[src/rtl/can_mem_arb_pkg.sv]
// Shared types and constants for the CAN message-memory arbiter.
// Latency: n/a (declarations only).
// Backpressure: n/a.
package can_mem_arb_pkg;

  typedef enum logic [1:0] {
    IDLE  = 2'd0,
    ISSUE = 2'd1,
    WAIT  = 2'd2
  } state_t;

  // Requester slots as wired in the controller top level
  localparam int REQ_RX   = 0;
  localparam int REQ_TX   = 1;
  localparam int REQ_HOST = 2;

  // Default memory geometry
  localparam int AW_DEFAULT = 8;
  localparam int DW_DEFAULT = 8;

  // Width of a requester index; never zero so a 1-requester build still elaborates
  function automatic int idx_w(input int n);
    return (n > 1) ? $clog2(n) : 1;
  endfunction

endpackage

[src/rtl/can_mem_arb_pick.sv]
// Winner selection among pending requesters (fixed or round-robin).
// Latency: combinational.
// Backpressure: none; a winner is offered whenever any req bit is set.
// Build option: define CAN_MEM_ARB_RR_EN for round-robin starting after `last`.
module can_mem_arb_pick
  import can_mem_arb_pkg::*;
#(
  parameter int NREQ = 3,
  parameter int IW   = idx_w(NREQ)
) (
  input  logic [NREQ-1:0] req,
  input  logic [IW-1:0]   last,
  output logic [NREQ-1:0] win_oh,
  output logic [IW-1:0]   win_idx
);

`ifndef CAN_MEM_ARB_RR_EN
  // Fixed priority ignores the previous grant
  logic unused_last;
  assign unused_last = ^last;
`endif

  // Scan requesters from the start point and take the first one pending
  always_comb begin
    int start;
    int cand;
    logic found;
    logic [IW-1:0] ci;
    win_oh  = '0;
    win_idx = '0;
    found   = 1'b0;
    cand    = 0;
    ci      = '0;
`ifdef CAN_MEM_ARB_RR_EN
    start = (int'(last) + 1) % NREQ;
`else
    start = 0;
`endif
    for (int k = 0; k < NREQ; k++) begin
      cand = (start + k) % NREQ;
      ci   = IW'(cand);
      if (!found && req[ci]) begin
        found       = 1'b1;
        win_oh[ci]  = 1'b1;
        win_idx     = ci;
      end
    end
  end

endmodule

[src/rtl/can_mem_arbiter.sv]
// Single-port CAN message memory arbiter: IDLE -> ISSUE [-> WAIT] -> IDLE per access.
// Latency: gnt 1 cycle after req; rvalid 2 (RD_LAT=0) or 3 (RD_LAT=1) cycles after req.
// Backpressure: requesters hold req/rw/addr/din until gnt; losers simply wait.
// Build option: CAN_MEM_ARB_RR_EN selects round-robin instead of fixed priority.
module can_mem_arbiter
  import can_mem_arb_pkg::*;
#(
  parameter int NREQ   = 3,
  parameter int AW     = AW_DEFAULT,
  parameter int DW     = DW_DEFAULT,
  parameter int RD_LAT = 0
) (
  input  logic              clk,
  input  logic              rst,
  input  logic [NREQ-1:0]   req,
  input  logic [NREQ-1:0]   req_rw,
  input  logic [NREQ*AW-1:0] req_addr,
  input  logic [NREQ*DW-1:0] req_din,
  output logic [NREQ-1:0]   gnt,
  output logic [NREQ-1:0]   rvalid,
  output logic [DW-1:0]     rdata,
  output logic              busy,
  output logic              mem_rw,
  output logic [AW-1:0]     mem_addr,
  output logic [DW-1:0]     mem_din,
  input  logic [DW-1:0]     mem_dout
);

  localparam int IW = idx_w(NREQ);

  state_t          state;
  logic [NREQ-1:0] sel_oh;
  logic [NREQ-1:0] win_oh;
  logic [IW-1:0]   win_idx;
  logic [IW-1:0]   last;

  logic [AW-1:0] addr_a [NREQ];
  logic [DW-1:0] din_a  [NREQ];

  // Unflatten the request buses so the winner can be muxed by index
  for (genvar g = 0; g < NREQ; g++) begin : g_unpack
    assign addr_a[g] = req_addr[g*AW +: AW];
    assign din_a[g]  = req_din[g*DW +: DW];
  end

  can_mem_arb_pick #(.NREQ(NREQ), .IW(IW)) u_pick (
    .req     (req),
    .last    (last),
    .win_oh  (win_oh),
    .win_idx (win_idx)
  );

`ifdef CAN_MEM_ARB_RR_EN
  logic [IW-1:0] sel_idx;

  // Remember who was served so the next search starts just after them
  always_ff @(posedge clk) begin
    if (rst) begin
      last <= IW'(NREQ - 1);
    end else if (state == ISSUE) begin
      last <= sel_idx;
    end
  end

  // Index of the requester currently being served
  always_ff @(posedge clk) begin
    if (rst) begin
      sel_idx <= '0;
    end else if (state == IDLE && |req) begin
      sel_idx <= win_idx;
    end
  end
`else
  assign last = IW'(NREQ - 1);
`endif

  assign busy = (state != IDLE);

  // Access sequencer; memory pins are registered so the memory sees clean levels
  always_ff @(posedge clk) begin
    if (rst) begin
      state    <= IDLE;
      sel_oh   <= '0;
      gnt      <= '0;
      rvalid   <= '0;
      rdata    <= '0;
      mem_rw   <= 1'b1;
      mem_addr <= '0;
      mem_din  <= '0;
    end else begin
      gnt    <= '0;
      rvalid <= '0;
      case (state)
        IDLE: begin
          mem_rw <= 1'b1;
          if (|req) begin
            sel_oh   <= win_oh;
            gnt      <= win_oh;
            mem_rw   <= req_rw[win_idx];
            mem_addr <= addr_a[win_idx];
            mem_din  <= din_a[win_idx];
            state    <= ISSUE;
          end
        end
        ISSUE: begin
          // A write completes on this edge; drop back to read immediately after
          mem_rw <= 1'b1;
          if (!mem_rw) begin
            state <= IDLE;
          end else if (RD_LAT == 0) begin
            rdata  <= mem_dout;
            rvalid <= sel_oh;
            state  <= IDLE;
          end else begin
            state <= WAIT;
          end
        end
        WAIT: begin
          rdata  <= mem_dout;
          rvalid <= sel_oh;
          state  <= IDLE;
        end
        default: begin
          mem_rw <= 1'b1;
          state  <= IDLE;
        end
      endcase
    end
  end

endmodule

[config.mk]
export PLATFORM = sky130hd
export DESIGN_NAME = can_mem_arbiter
export DESIGN_NICKNAME = d
export VERILOG_FILES = /design/src/rtl/can_mem_arb_pkg.sv /design/src/rtl/can_mem_arb_pick.sv /design/src/rtl/can_mem_arbiter.sv
export SDC_FILE = /design/constraint.sdc
export NUM_CORES = 1
export LEC_CHECK = 0
export BUFFER_PORTS_ARGS = -buffer_cell sky130_fd_sc_hd__buf_2
export CAP_MARGIN = 20
export CORE_MARGIN = 2
export CORE_UTILIZATION = 43
export CTS_CLUSTER_SIZE = 24
export DETAILED_ROUTE_END_ITERATION = 8
export PLACE_DENSITY = 0.79
export SYNTH_ARGS = -nofsm -noshare
export SYNTH_HDL_FRONTEND = slang
export SYNTH_SLANG_ARGS = --single-unit
[constraint.sdc]
create_clock -name clk -period 1.37 [get_ports clk]
set_input_delay 0.0685 -clock clk [delete_from_list [all_inputs] [get_ports clk]]
set_output_delay 0.0685 -clock clk [all_outputs]
set_load 0.005 [all_outputs]
======== Yosys cells after proc, flatten, opt, wreduce, memory -nomap -nowiden ========
Index checks and enable logic that the tools add are counted.
word-level totals
  flip-flop bits (word level) ............. 35
  bits of input ports ..................... 64
  output and inout port bits .............. 32
  logic and storage cells ................. 43
operators by class
  $lt $le $gt $ge ......................... 2
  equality and inequality tests ........... 1
  mux-type cells .......................... 16
  bitwise gates (word level) .............. 5
  reductions and logical operators ........ 11
operators by type and width
  kind                number
  $mux 8              6
  $bmux 8 s2          2
  $reduce_or 3->1     3
  $mux 1              6
  $not 1->1           4
  $reduce_and 2->1    2
  $ge 3x3->1 const B  1
  $lt 2x3->1 const B  1
  $not 2->3           1
  $bmux 1 s2          1
  $logic_and 1x1->1   2
  $logic_not 1->1     2
  $logic_not 2->1     1
  $mux 2              1
  $ne 2x2->1 const B  1
  $reduce_or 2->1     1

======== Logic depth before layout (Yosys ltp) ========
  depth in word-level cells ............... 11
  mapped depth ............................ 5
  mapped depth without buffers ............ 4

======== By module ========
A second synthesis with hierarchy kept.
unflattened totals
  cells, all modules ...................... 145
  area, all modules ....................... 1569.0 um^2
modules (own cells, without submodules)
  module            instances  cells an instance  area each (um^2)  sequential area each (um^2)
  can_mem_arbiter   1          140                1527.7            700.7
  can_mem_arb_pick  1          5                  41.3              0.0

======== Least setup slack after synthesis ========
OpenSTA, ideal clock, no wires.
  path kind ............................... register to register
  from .................................... register state[0]
  to ...................................... register mem_addr[0]
  library setup time ...................... 0.078 ns
  arrival time ............................ 1.115 ns
  setup slack ............................. 0.177 ns
  stages on the path, launching flop included .. 5
  buffers on the path ..................... 2
  clock period less this slack ............ 1.193 ns
  path through ............................ dfxtp_1 -> or3_1 -> buf_2 -> buf_2 -> a32oi_1
on the way
  longest elaborated chain between the ends .. 2
ends and longest elaborated chain
  element                     RTL line                text
  start: declaration          can_mem_arbiter.sv:31   state_t state;
  start signal: assignment    can_mem_arbiter.sv:82   state <= IDLE;
  start signal: assignment    can_mem_arbiter.sv:102  state <= ISSUE;
  start signal: assignment    can_mem_arbiter.sv:109  state <= IDLE;
  $logic_not 2->1             can_mem_arbiter.sv:93   case (state)
  $reduce_and 2->1 (no line)  -
  end signal: assignment      can_mem_arbiter.sv:100  mem_addr <= addr_a[win_idx];
  end: declaration            can_mem_arbiter.sv:24   output logic [AW-1:0] mem_addr,
Every way passes these cells.
A chain may end at the register's enable or synchronous reset.

======== Final worst setup path ========
  from .................................... register state[0]
  to ...................................... register mem_din[4]
on the way
  longest elaborated chain between the ends .. 2
ends and longest elaborated chain
  element                     RTL line                text
  $logic_not 2->1             can_mem_arbiter.sv:93
  $reduce_and 2->1 (no line)  -
  end signal: assignment      can_mem_arbiter.sv:101  mem_din <= din_a[win_idx];
  end: declaration            can_mem_arbiter.sv:25   output logic [DW-1:0] mem_din,
Every way passes these cells.

==> impl_metrics.tcl <==
set metrics [dict create \
    status "finished clean" \
    place_congestion 0.736 \
    worstRegToRegCells 3 \
    drc 0 \
    rsz0062_at_grt "no" \
    portBuffers 95 \
    start_kind "flop" \
    tritoncts "built" \
    final_common_cell "buf_2" \
    fin_area_mm2 0.00233 \
    synth_top_area_share_pct 41.9 \
    period_needed_ns 1.22 \
    total_power_mw 2.35 \
    grt_remaining_overflow 0 \
    timing.rr.end "mem_din[4]$_SDFFE_PP0P_" \
    synth-edff-count 0 \
    worstMarginPinSlew_ns 0.615 \
    slew_violations 0 \
    synth_area_mm2 0.00167 \
    maxCapViolations 0 \
    fin_tns_setup_ns 0 \
    antenna_found_initial 0 \
    r2r_setup_slack_ns 0.15 \
    fill_cells 347 \
    numCtsBuffers 5 \
    required_ns 1.57 \
    mostFrequentLayoutCells "buf_2 (95), nand2_1 (42), dfxtp_1 (35)" \
    route.vias.total 1823 \
    die_h_um 66.4 \
    final-hold-violation-count 0 \
    grt_usage_pct 22.6 \
    ys.warnings.count 0 \
    worstPathArrival_ns 1.43 \
    clk_pin_slew_worst_paths_ns 0.06 \
    finalSetupViolations 0 \
    pre_cts_ws_ns -0.0663 \
    max_freq_mhz 817 \
    syn_nets 268 \
    path_class "reg -> reg" \
    cts.sink_count 35 \
    cts-root-buf "clkbuf_8" \
    dieWidth_um 66.4 \
    crit_start "state[0]$_SDFFE_PP0P_" \
    wl_per_cell_um 13.5 \
    vias_per_cell 5.22 \
    placed_cells 340 \
    synth.area.top_cells "dfxtp_1 (42%), nand2_1 (9.4%), a21o_1 (7.6%)" \
    post-route-period-util_pct 89.4 \
    core_mm2 0.00369 \
    seq_area_frac_synth_pct 41.9 \
    ios 96 \
    final_cells 349 \
    async_flop_share_pct 0 \
    crit_path_end_kind "flop" \
    leakage_nw 1.10 \
    num_rows 22 \
    min_path_type "in -> reg" \
    max-clock-path-buffers 2 \
    synth_top_area_cell "dfxtp_1" \
    whs_ns 0.0362 \
    rr_startpoint "state[0]$_SDFFE_PP0P_" \
    place_area_mm2 0.00223 \
    drtPass1Iterations 4 \
    syn_to_final_growth_pct 39.0 \
    endpoint "mem_din[4]$_SDFFE_PP0P_" \
    dieArea_mm2 0.00441 \
    nets 364 \
    powerDensity_mw_per_mm2 1010 \
    ir_worst_vdd_uv 471 \
    dp_hpwl_mm 3.32 \
    setup_ws_ns 0.146 \
    skew_ns 0.00456 \
    slew_headroom_pct 59.0 \
    clock_latency_ns 0.28 \
    grt_start_max_net_pins 33 \
    diodes 0 \
    ys_types 27 \
    drive_gt1_share_pct 38.9 \
    start_util_pct 45.4 \
    ys_ff_latch 35 \
    grt_pass1_vias 1709 \
    syn_inst 204 \
    synth-main-ff-cell "dfxtp_1" \
    cts-htree-levels 2 \
    grt_pass1_wl_mm 7.57 \
    final_util_pct 63.1 \
    postSynthAreaPerCell_um2 8.21 \
    drt-total-wl_mm 4.70 \
    cp_max_fo 10 \
    dr.first_iter.drc_count 113 \
    antenna_left 0 \
]
## Yosys cell counts (2+ instances only)
master    count
a211oi_1      2
a21o_1       17
a21oi_1      11
a221oi_1      2
a32oi_1      14
buf_2         6
clkbuf_1     12
dfxtp_1      35
inv_1         3
nand2_1      42
nand2b_1     17
nand3_1       8
nand3b_1     17
nor2_1        3
nor3b_1       3
## critical path, cell delays in order, from the launching register on
cell and delay (ns):
dfxtp_1 0.33, or3_1 0.44, buf_4 0.20, a32oi_1 0.17
## layout make-up
type,count,area (µm²),area share (%)
tap,48,60.1,2.58
clock inverter,1,5.00,0.215
clock buffer,7,76.3,3.28
inverter,3,11.3,0.484
multi-input combinational,147,886,38.1
timing repair buffer,108,588,25.3
sequential,35,701,30.1
## cells by family after synthesis
group	synth area share (%)
buf+inv	5.38
simple gates	30.7
flops	41.9
compound gates	22.0
## metal layers
layer / GRT usage (%) / part of all wire (%) / vias to the layer above / wire length (µm)
met5: 0 / 0 / - / 0
met2: 37.9 / 47 / 81 / 2190
met3: 6.81 / 7.5 / 11 / 354
met1: 27.3 / 44 / 826 / 2070
li1: - / - / 905 / -
met4: 7.91 / 1.7 / 0 / 80
## worst min path at each step
stage | to | cells after the start | from
finish | rdata[3]$_SDFFE_PP0P_ | 3 | mem_dout[3]
global route | rdata[3]$_SDFFE_PP0P_ | 3 | mem_dout[3]
CTS | rdata[4]$_SDFFE_PP0P_ | 3 | mem_dout[4]
detailed placement | mem_rw$_SDFF_PP1_ | 2 | req_rw[0]
global placement | mem_rw$_SDFF_PP1_ | 2 | req_rw[0]
floorplan | mem_rw$_SDFF_PP1_ | 1 | req_rw[0]
## state kept, by name (all words and copies together), names as in the netlist
| name | count |
|---|---|
| mem_rw | 1 |
| mem_din | 8 |
| rdata | 8 |
| state | 1 |
| sel_oh | 3 |
| mem_addr | 8 |
| gnt | 3 |
| rvalid | 3 |
## power breakdown
group / internal (mW) / switching [mW] / total [mW]
Clock: 0.356 / 0.335 / 0.691
Sequential: 1.11 / 0.0449 / 1.15
Combinational: 0.257 / 0.250 / 0.508
Total: 1.72 / 0.630 / 2.35
## timing repair
action                                  CTS  global route
resized for setup                         1             0
hold buffers                              1             0
hold endpoints to repair                  1             0
endpoints found under the setup margin   14             0
buffers inserted                          0             0
Note: power is estimated with default switching activity, not from simulation.
